File: src/rtl/cpu_controller_pkg.sv
// Shared encodings for the accumulator CPU: opcodes, instruction-cycle phases, widths.
package cpu_controller_pkg;

  localparam int OPCODE_WIDTH = 3;
  localparam int PHASE_WIDTH  = 3;
  localparam int DATA_WIDTH   = 8;

  localparam logic [OPCODE_WIDTH-1:0] OP_HLT = 3'b000;
  localparam logic [OPCODE_WIDTH-1:0] OP_SKZ = 3'b001;
  localparam logic [OPCODE_WIDTH-1:0] OP_ADD = 3'b010;
  localparam logic [OPCODE_WIDTH-1:0] OP_AND = 3'b011;
  localparam logic [OPCODE_WIDTH-1:0] OP_XOR = 3'b100;
  localparam logic [OPCODE_WIDTH-1:0] OP_LDA = 3'b101;
  localparam logic [OPCODE_WIDTH-1:0] OP_STO = 3'b110;
  localparam logic [OPCODE_WIDTH-1:0] OP_JMP = 3'b111;

  // One phase per clock, eight phases per instruction, wrapping STORE -> INST_ADDR.
  typedef enum logic [PHASE_WIDTH-1:0] {
    PH_INST_ADDR  = 3'd0,
    PH_INST_FETCH = 3'd1,
    PH_INST_LOAD  = 3'd2,
    PH_IDLE       = 3'd3,
    PH_OP_ADDR    = 3'd4,
    PH_OP_FETCH   = 3'd5,
    PH_ALU_OP     = 3'd6,
    PH_STORE      = 3'd7
  } phase_e;

  // Opcodes that read an operand from memory and load the accumulator.
  function automatic logic is_aluop(input logic [OPCODE_WIDTH-1:0] op);
    return (op == OP_ADD) || (op == OP_AND) || (op == OP_XOR) || (op == OP_LDA);
  endfunction

endpackage

File: src/rtl/cpu_controller.sv
// Sequencing controller: 8-phase instruction cycle counter with a sticky halt,
// decoding phase/opcode/zero into the datapath strobes.
module cpu_controller
  import cpu_controller_pkg::*;
(
  input  logic                    clk,
  input  logic                    rst,
  input  logic [OPCODE_WIDTH-1:0] opcode,
  input  logic                    zero,
  output logic                    sel,
  output logic                    rd,
  output logic                    ld_ir,
  output logic                    inc_pc,
  output logic                    ld_pc,
  output logic                    halt,
  output logic                    data_e,
  output logic                    ld_ac,
  output logic                    wr
);

  phase_e phase_q, phase_d;
  logic   halted_q, halted_d;
  logic   aluop;

  assign aluop = is_aluop(opcode);

  // State register: phase counter and halted flag, synchronous reset.
  always_ff @(posedge clk) begin
    if (rst) begin
      phase_q  <= PH_INST_ADDR;
      halted_q <= 1'b0;
    end else begin
      phase_q  <= phase_d;
      halted_q <= halted_d;
    end
  end

  // Next-state and strobe decode. Halt is set on the OP_ADDR edge of HLT, which
  // also advances the phase to OP_FETCH, where it then stays frozen.
  always_comb begin
    phase_d  = phase_q;
    halted_d = halted_q;
    sel      = 1'b0;
    rd       = 1'b0;
    ld_ir    = 1'b0;
    inc_pc   = 1'b0;
    ld_pc    = 1'b0;
    halt     = 1'b0;
    data_e   = 1'b0;
    ld_ac    = 1'b0;
    wr       = 1'b0;

    if (!halted_q) begin
      phase_d = phase_e'(phase_q + 1'b1);
      if (phase_q == PH_OP_ADDR && opcode == OP_HLT) halted_d = 1'b1;
    end

    // Reset masks every strobe so an abandoned instruction issues nothing.
    if (rst) begin
      halt = 1'b0;
    end else if (halted_q) begin
      halt = 1'b1;
    end else begin
      unique case (phase_q)
        PH_INST_ADDR:  sel = 1'b1;
        PH_INST_FETCH: begin
          sel = 1'b1;
          rd  = 1'b1;
        end
        PH_INST_LOAD, PH_IDLE: begin
          sel   = 1'b1;
          rd    = 1'b1;
          ld_ir = 1'b1;
        end
        PH_OP_ADDR:  inc_pc = 1'b1;
        PH_OP_FETCH: rd = aluop;
        PH_ALU_OP: begin
          rd     = aluop;
          inc_pc = (opcode == OP_SKZ) && zero;
          ld_pc  = (opcode == OP_JMP);
          data_e = (opcode == OP_STO);
        end
        PH_STORE: begin
          rd     = aluop;
          ld_ac  = aluop;
          ld_pc  = (opcode == OP_JMP);
          data_e = (opcode == OP_STO);
          wr     = (opcode == OP_STO);
        end
      endcase
    end
  end

endmodule

File: config.mk
export PLATFORM = sky130hd
export DESIGN_NAME = cpu_controller
export DESIGN_NICKNAME = d
export VERILOG_FILES = /design/src/rtl/cpu_controller_pkg.sv /design/src/rtl/cpu_controller.sv
export SDC_FILE = /design/constraint.sdc
export NUM_CORES = 1
export LEC_CHECK = 0
export BUFFER_PORTS_ARGS = -buffer_cell sky130_fd_sc_hd__clkbuf_2
export CORE_AREA = 4 4 41 43
export DETAILED_ROUTE_END_ITERATION = 10
export DIE_AREA = 0 0 45 47
export SYNTH_ARGS = -nofsm -noshare
export SYNTH_HDL_FRONTEND = slang
export SYNTH_SLANG_ARGS = --single-unit
File: constraint.sdc
create_clock -name clk -period 4.2 [get_ports clk]
set_clock_uncertainty 0.15 [all_clocks]
set_input_delay 0.42 -clock clk [delete_from_list [all_inputs] [get_ports clk]]
set_output_delay 0.42 -clock clk [all_outputs]
set_load 0.005 [all_outputs]
== After elaboration in Yosys (flattened, before gate mapping) ==
Index checks and enable logic that the tools add are counted.
Cells by class
  reduce and logical (&&, ||, !) cells: 12
  eq/ne operators: 14
  multiplexer cells: 28
  $add $sub $neg: 1
Operators by type and width (count)
  $mux 1: 26
  $eq 3x3->1 const B: 8
  $eq 3x2->1 const B: 4
  $eq 3x1->1 const B: 2
  $logic_not 3->1: 2
  $reduce_or 3->1: 2
  $pmux 1 s2: 2
  $reduce_or 2->1: 2
  $reduce_or 4->1: 1
  $add 3x1->3 const B: 1
  $logic_or 1x1->1: 3
  $logic_and 1x1->1: 2
Word-level totals
  output and inout bits: 9
  register bits after elaboration: 4

== Longest topological paths before layout ==
  depth in word-level cells: 7
  gate-level depth with buffers: 5

== Worst setup path after synthesis ==
Ideal clock, no wire load.
  path kind: register to output
  start point: register phase_q[0]
  end point: output sel
  setup slack: 2.550 ns
  data arrival time: 1.080 ns
  required time: 3.630 ns
  stages on the path, launching flop included: 6
  cells stage by stage: dfxtp_1 inv_1 ha_1 nor3_1 nor2_1 o21a_1
Between the ends
  cells in the longest elaborated chain, start to end: 5
  elaborated cells on any way between the ends: 8
  classes of those cells: eq/ne: 3; mux: 3; reduce/logical: 2
RTL lines
  from (decl): RTL line cpu_controller.sv:21  | phase_e phase_q, phase_d;
  from (signal assigned): RTL line cpu_controller.sv:33  | phase_q <= phase_d;
  $eq 3x2->1, or another cell as far along: RTL line cpu_controller.sv:64  | unique case (phase_q)
  $reduce_or 4->1 (no line) (*)
  $mux 1 (*): RTL line cpu_controller.sv:64
  $mux 1 (*): RTL line cpu_controller.sv:61  | end else if (halted_q) begin
  $mux 1 (*): RTL line cpu_controller.sv:59  | if (rst) begin
  to (decl): RTL line cpu_controller.sv:10  | output logic sel,
Every way passes the cells marked *; elsewhere a longest branch is shown, timed or not.

== Final worst setup path ==
Same ends and word-level chain as after synthesis.

==> flow_summary_export.csv <==
group,metric,value,unit
synth,synth_area_leaders,"dfxtp_1 21%, ha_1 20%, nor2_1 7.0%, nor3_1 5.4%, inv_1 5.0%",
die,initial_core_util,28.75,%
worst_setup_path,crit_chain,"inv_1, ha_1, nor3_1, nor2_1, o21a_1, clkbuf_2",
synth,netlist_area,374.1,um2
global_route,grt_pass1_vias,341,
route,drtIter0Drc,2,
finish,n_antenna_cell,0,
finish,fin_nets,75,
clock_network,cts.clk_slew.worst_paths,0.03,ns
global_route,grt_overflow,0,
timing,maxSlewViolCount,0,
worst_setup_path,path_max_fanout,6,
timing,setup_viol,0,
synth,ys_ff_latch,4,
timing,whs,0.3618,ns
worst_setup_path,cpPeakStageDelay,0.43,ns
worst_setup_path,crit_buf_inv,2,
timing,tns,0,ns
synth,synth_cell_types,21,
worst_setup_path,critPathKind,"reg2out",
route,wire_per_inst,10.25,um
route,vias_per_cell,4.776,
timing,fin_crit_sh,50.11,%
timing,fmax,475.1,MHz
route,num_vias,363,
synth,synth_cells,46,
worst_setup_path,cpMaxStageDelayCell,"dfxtp_1",
finish,drive_above_1_share,32.79,%
worst_setup_path,worstPathRequired,3.63,ns
clock_network,h-tree-depth,1,
finish,instances_no_fill,76,
synth,syn-num-nets,58,
global_route,grt_pass1_wl,1373,um
worst_setup_path,start_kind,"register",
run_status,outcome,"finished clean",
power,vdd_drop_max,0.1482,mV
worst_setup_path,end_kind,"output port",
clock_network,post_cts_buffers,0,
synth,synth_top_area_share,21.40,%
timing,hold_viol_final,0,
placement,portBuffers,14,
clock_network,cts.path.max_buffers,2,
die,dieArea,2115,um2
route,drc,0,
synth,synth_area_per_cell,8.133,um2
placement,gp_congestion,0.7220,
clock_network,cts_buffers,3,
route,first_pass_iters,2,
synth,yosysTopAreaCell,"dfxtp_1",
clock_network,clock_latency,0.23,ns
global_route,grtUsageTotal,9.242,%
clock_network,clock-root-buffer,"clkbuf_4",
clock_network,cts_resized,0,
route,totalWireLength,779,um
run,max-cap-violations,0,
placement,hpwl,658.1,um
worst_setup_path,path_delay_family,"flip-flops",
die,die_h,47,um
route,antenna_left,0,
clock_network,holdBufCountCts,0,
clock_network,clock-sinks,4,
die,rows,13,
finish,area_delta_synth_final,26.42,%
synth,synth_warnings,0,
clock_network,cts_tree,"done",
timing,slew_headroom,71.81,%
placement,dp_cells,73,
die,core_area,1301,um2
timing,rsz0062_at_grt,"false",
synth,synth_seq_area_share,21.40,%
die,die_w,45,um
power,power.density,263.6,nW/um2
die,io_pins,15,
timing,worst_slew_pin_slew,0.4223,ns
power,power_leakage,0.2268,nW
worst_hold_path,hold_path.class,"in2reg",
timing,min_period,2.105,ns
global_route,grt_max_degree,10,
global_route,antenna_found_initial,0,
worst_setup_path,arrival,1.53,ns
## Yosys cell counts (all sizes together)
master and n:
ha 6, nor4b 1, a21oi 3, nor2 8, nor2b 1, a41oi 2
clkbuf 1, mux2i 1, nand3 1, xor2 2, o21ai 1, inv 5
a311oi 1, dfxtp 4, o211ai 1, and3 1, nor3 4, nor3b 1
o21a 1, buf 1
## routing by layer
metal	wire, um	vias to the layer above	track usage, %
met4	0	0	3.509
met1	339	163	9.773
li1	-	191	-
met2	372	9	14.41
met5	0	-	0
met3	67	0	6.513
## sequential cells by signal, summed over array words and instances, names as in the netlist
register / flops
halted_q: 1
phase_q: 3
## where the power goes
part,leakage (nW),switching (mW),internal [mW]
Clock,0.0138,0.0144,0.0319
Sequential,0.0329,0.00410,0.0410
Combinational,0.180,0.0179,0.0154
## through the flow
step	total power, mW	instance area, um2	utilization (%)	setup WS [ns]
3_3_place_gp	0.07932	450.4	34.62	2.359
4_1_cts	0.1274	473.0	36.35	2.081
6_report	0.1247	473.0	36.35	2.095
5_1_grt	0.1383	473.0	36.35	1.933
2_1_floorplan	0.06820	374.1	-	2.550
3_5_place_dp	0.07913	450.4	34.62	2.336
## cells in the final DEF (no fill, tap or decap), drive strengths merged
cell type  count
nor2           8
a311oi         1
xor2           2
nor3b          1
nor4b          1
clkbuf        17
ha             6
nand3          1
o21ai          1
nor3           4
mux2i          1
a41oi          2
o21a           1
and3           1
dfxtp          4
nor2b          1
inv            5
o211ai         1
a21oi          3
## path summary, 6_finish.rpt
| check | start | endpoint | slack [ns] | depth (start not counted) |
|---|---|---|---|---|
| worst min-delay path | rst | phase_q[1]$_SDFFE_PP0N_ | 0.36 | 2 |
| worst min register to register | phase_q[1]$_SDFFE_PP0N_ | phase_q[1]$_SDFFE_PP0N_ | 0.41 | 2 |
| worst max register to register | phase_q[0]$_SDFFE_PP0N_ | phase_q[2]$_SDFFE_PP0N_ | 2.85 | 5 |
| worst max-delay path | phase_q[0]$_SDFFE_PP0N_ | sel | 2.10 | 6 |
## layout make-up
type / count / area [um2]
timing repair buffer: 14 / 70.07
fill: 152 / 828.3
multi-input combinational: 35 / 262.8
clock buffer: 3 / 22.52
sequential: 4 / 80.08
inverter: 5 / 18.77
tap: 15 / 18.77
## cell families (layout without fill, tap and decap cells)
group	Yosys count	after routing	synth area share (%)
simple gates	17	17	24.75
compound gates	9	9	18.06
buf+inv	7	22	8.361
fa+ha+maj	6	6	20.07
flops	4	4	21.41
xor+xnor	2	2	4.683
mux	1	1	2.676
Power figures use the tool's default switching activity.
